File: src/rtl/pipe_hazard_ctrl.sv
// Stall/flush controller for the 5-stage pipeline: load-use, MEM-resolved branches, dmem waits with timeout trap.
// Define PIPE_HAZARD_CTRL_PERF_EN to build the stall_cycles / flush_events performance counters.
module pipe_hazard_ctrl #(
  parameter int MAX_WAIT = 16
) (
  input  logic        clk,
  input  logic        arst_n,
  input  logic [4:0]  rs1_IF_ID,
  input  logic [4:0]  rs2_IF_ID,
  input  logic        memread_ID_EX,
  input  logic [4:0]  inst2_ID_EX,
  input  logic        memread_EX_MEM,
  input  logic        memwrite_EX_MEM,
  input  logic        membranch_EX_MEM,
  input  logic        zero_EX_MEM,
  input  logic        dmem_ready,
  output logic        en_pc,
  output logic        en_IF_ID,
  output logic        en_ID_EX,
  output logic        en_EX_MEM,
  output logic        en_MEM_WB,
  output logic        flush_IF_ID,
  output logic        flush_ID_EX,
  output logic        flush_EX_MEM,
  output logic        flush_MEM_WB,
  output logic        pc_sel,
  output logic        err,
  output logic [31:0] stall_cycles,
  output logic [31:0] flush_events
);

  localparam int CNT_W = $clog2(MAX_WAIT + 1);

  typedef enum logic [1:0] {RUN, WAIT, HALT} state_t;

  state_t           state_q, state_d;
  logic [CNT_W-1:0] wait_cnt_q, wait_cnt_d;
  logic             err_q, err_d;

  logic mem_acc, br, lu;
  logic do_stall, do_br, do_lu, halted;

  assign mem_acc = memread_EX_MEM | memwrite_EX_MEM;
  assign br      = membranch_EX_MEM & zero_EX_MEM;
  assign lu      = memread_ID_EX && (inst2_ID_EX != 5'd0) &&
                   ((inst2_ID_EX == rs1_IF_ID) || (inst2_ID_EX == rs2_IF_ID));

  always_comb begin
    state_d    = state_q;
    wait_cnt_d = wait_cnt_q;
    err_d      = err_q;
    do_stall   = 1'b0;
    do_br      = 1'b0;
    do_lu      = 1'b0;
    halted     = 1'b0;
    case (state_q)
      RUN: begin
        if (mem_acc && !dmem_ready) begin
          do_stall   = 1'b1;
          state_d    = WAIT;
          wait_cnt_d = CNT_W'(1);
        end else if (br) begin
          do_br = 1'b1;
        end else if (lu) begin
          do_lu = 1'b1;
        end
      end
      WAIT: begin
        if (dmem_ready) begin
          state_d    = RUN;
          wait_cnt_d = '0;
          if (br) begin
            do_br = 1'b1;
          end else if (lu) begin
            do_lu = 1'b1;
          end
        end else begin
          do_stall = 1'b1;
          if (wait_cnt_q == CNT_W'(MAX_WAIT)) begin
            state_d = HALT;
            err_d   = 1'b1;
          end else begin
            wait_cnt_d = wait_cnt_q + CNT_W'(1);
          end
        end
      end
      HALT: begin
        halted = 1'b1;
        err_d  = 1'b1;
      end
      default: begin
        state_d    = RUN;
        wait_cnt_d = '0;
      end
    endcase
  end

  // Enables and bubbles are forced low for as long as reset is held.
  assign en_pc        = arst_n & ~halted & ~do_stall & ~do_lu;
  assign en_IF_ID     = arst_n & ~halted & ~do_stall & ~do_lu;
  assign en_ID_EX     = arst_n & ~halted & ~do_stall;
  assign en_EX_MEM    = arst_n & ~halted & ~do_stall;
  assign en_MEM_WB    = arst_n & ~halted;
  assign flush_IF_ID  = arst_n & do_br;
  assign flush_ID_EX  = arst_n & (do_br | do_lu);
  assign flush_EX_MEM = arst_n & do_br;
  assign flush_MEM_WB = arst_n & do_stall;
  assign pc_sel       = arst_n & do_br;
  assign err          = err_q;

  always_ff @(posedge clk or negedge arst_n) begin
    if (!arst_n) begin
      state_q    <= RUN;
      wait_cnt_q <= '0;
      err_q      <= 1'b0;
    end else begin
      state_q    <= state_d;
      wait_cnt_q <= wait_cnt_d;
      err_q      <= err_d;
    end
  end

`ifdef PIPE_HAZARD_CTRL_PERF_EN
  function automatic logic [31:0] sat_inc(input logic [31:0] v);
    return (v == 32'hFFFF_FFFF) ? v : v + 32'd1;
  endfunction

  logic [31:0] stall_cnt_q, flush_cnt_q;

  always_ff @(posedge clk or negedge arst_n) begin
    if (!arst_n) begin
      stall_cnt_q <= '0;
      flush_cnt_q <= '0;
    end else begin
      if (!halted && (do_stall || do_lu)) stall_cnt_q <= sat_inc(stall_cnt_q);
      if (do_br) flush_cnt_q <= sat_inc(flush_cnt_q);
    end
  end

  assign stall_cycles = stall_cnt_q;
  assign flush_events = flush_cnt_q;
`else
  assign stall_cycles = 32'd0;
  assign flush_events = 32'd0;
`endif

endmodule
File: config.mk
export PLATFORM = sky130hd
export DESIGN_NAME = pipe_hazard_ctrl
export DESIGN_NICKNAME = d
export VERILOG_FILES = /design/src/rtl/pipe_hazard_ctrl.sv
export SDC_FILE = /design/constraint.sdc
export NUM_CORES = 1
export LEC_CHECK = 0
export BUFFER_PORTS_ARGS = -buffer_cell sky130_fd_sc_hd__buf_2
export CAP_MARGIN = 10
export CORE_MARGIN = 2
export CORE_UTILIZATION = 35
export DETAILED_ROUTE_END_ITERATION = 7
export PLACE_DENSITY = 0.8
export SYNTH_ARGS = -nofsm -noshare
export SYNTH_HDL_FRONTEND = slang
export SYNTH_SLANG_ARGS = --single-unit
File: constraint.sdc
create_clock -name clk -period 1.6 [get_ports clk]
set_input_delay 0.16 -clock clk [delete_from_list [all_inputs] [get_ports clk]]
set_output_delay 0.16 -clock clk [all_outputs]
set_load 0.1 [all_outputs]
==> metrics.cfg <==
[drt]
drt-vias-per-instance = 3.88
avgRoutedWirePerCell_um = 9.76
ant_nets = 0
routed_wl_um = 2280
drt_iter0_drc = 37
drt_pass1_iterations = 4
vias = 908
drc = 0

[sta]
rsz0062_at_grt = true
hold_violations = 0
min_period_over_period_pct = 126
fmax_ghz = 0.495
fin_hold_ws_ns = 0.254
timing.final.ws_setup_ns = -0.422
min_period_ns = 2.02
clock_skew_ns = 0.00839
tns_ns = -2.64
setup_violations = 10
slew_viol_final = 0

[layout]
postLayoutCoreUtil_pct = 48.2
stdcell_count = 234
drive_gt1_share_pct = 36.3
fin_nets = 217
num_antenna_cells = 0
fillers = 292
postLayoutCellArea_um2 = 1500
syn2layout_area_growth_pct = 28.4

[run_status]
violations = negative setup slack
status = complete, but fails checks

[job]
maxCapViolCount = 0

[critical_path]
critical_path_class = reg2out
cp.required_ns = 1.44
critPathSlowestCell = dfrtp_1
endpoint_kind = primary output
ff2ff_path_depth = 7
reg2reg_from = state_q[0]
cp_data_arrival_time_ns = 1.86
r2r_end = wait_cnt_q[2]
crit_fanout = 2
crit_chain = or3_4, a21o_1, or3_4, o21bai_4, buf_12
max_stage_delay_ns = 0.38
critPathLaunchType = flop
reg2reg_slack_ns = -0.02
crit_top_cell = or3_4

[synthesis]
ys_ff_latch = 8
synthFlopType = dfrtp_1
yosys_warnings = 0
synth_area_leaders = buf_4 44%, dfrtp_1 17%, xor2_1 7.5%
yosysTopAreaCellShare_pct = 43.8
yosys-top-cells-count = 68 x buf_4, 10 x xor2_1, 8 x dfrtp_1
synthCells = 143
synth-edff-count = 0
yosys.area.top_type = buf_4
syn_area_um2 = 1160
synth.yosys.seq_area_share_pct = 17.2
syn_area_per_cell_um2 = 8.15
async_flop_share_pct = 100
synth_most_common_cell = buf_4
yosys.cell_types.count = 32

[placement]
postPlaceCellArea_um2 = 1380
dp_hpwl_um = 1780
portBuffers = 33
place_ws_ns = -0.212
gp_congestion = 0.768
placed_cells = 227

[clocking]
cts_tree = yes
cts_root_buf = clkbuf_4
worstSkewPairLatency_ns = 0.26
htreeDepth = 1
cts_buffers = 3
clk_pin_slew_worst_paths_ns = 0.06
cts.path.max_buffers = 2
clkSinkCount = 8

[worst_hold_path]
holdCritStartpoint = dmem_ready
whs_path_depth = 4
whs_endpoint = state_q[0]
hp-class = in2reg

[grt]
grt_max_degree = 10
grt_pass1_vias = 757
overflow = 0
grt_usage_pct = 10.7
grt_pass1_wl_um = 2980
antenna_found_initial = 0

[floorplanning]
coreArea_um2 = 3100
die_x_um = 61.7
rows = 20
start_util_pct = 37.5
die_h_um = 61.7
io-pin-count = 98
fp.dieArea_um2 = 3810

[pwr]
p_leak_nw = 0.791
swShare_pct = 66.9
p_sw_mw = 0.939
clkPwrFrac_pct = 11.0
p_int_mw = 0.465
p_total_mw = 1.40
peakVddDrop_uv = 378
powerDensity_nw_per_um2 = 939
p_comb_share_pct = 73.2
p_seq_share_pct = 15.8

==> layout make-up <==
| type | instances | area [µm²] | area share (%) |
|---|---|---|---|
| inverter | 4 | 15.0 | 1.00 |
| sequential | 8 | 200 | 13.4 |
| tap | 44 | 55.1 | 3.68 |
| timing repair buffer | 49 | 453 | 30.3 |
| multi-input combinational | 126 | 749 | 50.1 |
| clock buffer | 3 | 22.5 | 1.51 |
==> power by group through the flow <==
stage	clock network (mW)	registers (mW)	logic, mW
global placement	0	0.224	0.987
CTS	0.158	0.221	1.01
finish	0.154	0.222	1.03
detailed placement	0	0.225	0.993
floorplan	0	0.229	0.971
global route	0.168	0.222	1.07
==> worst max-delay path: cells and delay by family (launching register included) <==
| kind | cells | cell delay (ns) |
|---|---|---|
| and+or+nand+nor | 2 | 0.68 |
| DFF | 1 | 0.38 |
| AOI/OAI and AO/OA | 2 | 0.36 |
| buffers and inverters | 1 | 0.18 |
==> flip-flops by register name, indices dropped and copies added, names as in the netlist <==
name        count
wait_cnt_q      5
err             1
state_q         2
==> metal layers <==
metal / vias to the layer above / GRT usage, % / part of all wire [%]
met4: 0 / 5.47 / 1.9
met1: 408 / 10.6 / 33
li1: 436 / - / -
met5: - / 0 / 0
met3: 6 / 3.31 / 9.2
met2: 58 / 19.8 / 55
==> cells in the final DEF, fill, tap and decap left out, types with 2 or more instances in the layout <==
cell type  Yosys  layout
and2_4         0       2
o21ai_0        7       6
nand2_2        0       2
xor2_1        10      10
clkbuf_4       0       3
nand3_1        5       5
nor2_4         0       2
buf_4         68      11
buf_2          0      23
inv_1          4       4
buf_6          0       4
a21oi_1        3       3
dfrtp_1        8       8
nor3_1         2       2
or3_1          3       2
nor2_1         5       3
conb_1         1      64
or3_4          1       2
ha_1           2       2
buf_12         0      10
==> what timing repair did <==
item                                    in CTS  in global routing
pin swaps                                    0                  4
endpoints found under the setup margin       9                 12
hold buffers                                 1                  0
buffers inserted                             1                  2
endpoints found under the hold margin        8                  0
resized for setup                            6                 10
==> cells by family (layout without fill, tap and decap cells) <==
logic type               count (synthesis)  in the layout  synth area share, %
adder cells (fa/ha/maj)                  2              2                 2.15
flip-flops                               8              8                 17.2
other                                    1             64                0.322
buffers and inverters                   72             56                 45.1
AND/OR/NAND/NOR                         30             30                 14.9
AO/OA/AOI/OAI                           20             20                 12.8
XOR/XNOR                                10             10                 7.52
==> worst max path at each step <==
| stage | start | endpoint | slack, ns | cells after the start |
|---|---|---|---|---|
| after floorplan | state_q[0] | flush_ID_EX | -0.50 | 4 |
| after global placement | state_q[0] | flush_ID_EX | -0.19 | 5 |
| after detailed placement | state_q[0] | flush_ID_EX | -0.21 | 5 |
| after CTS | state_q[0] | flush_ID_EX | -0.44 | 5 |
| after global routing | state_q[0] | flush_ID_EX | -0.46 | 5 |
| final | state_q[0] | flush_ID_EX | -0.42 | 5 |
Note: power is estimated with default switching activity, not from simulation.
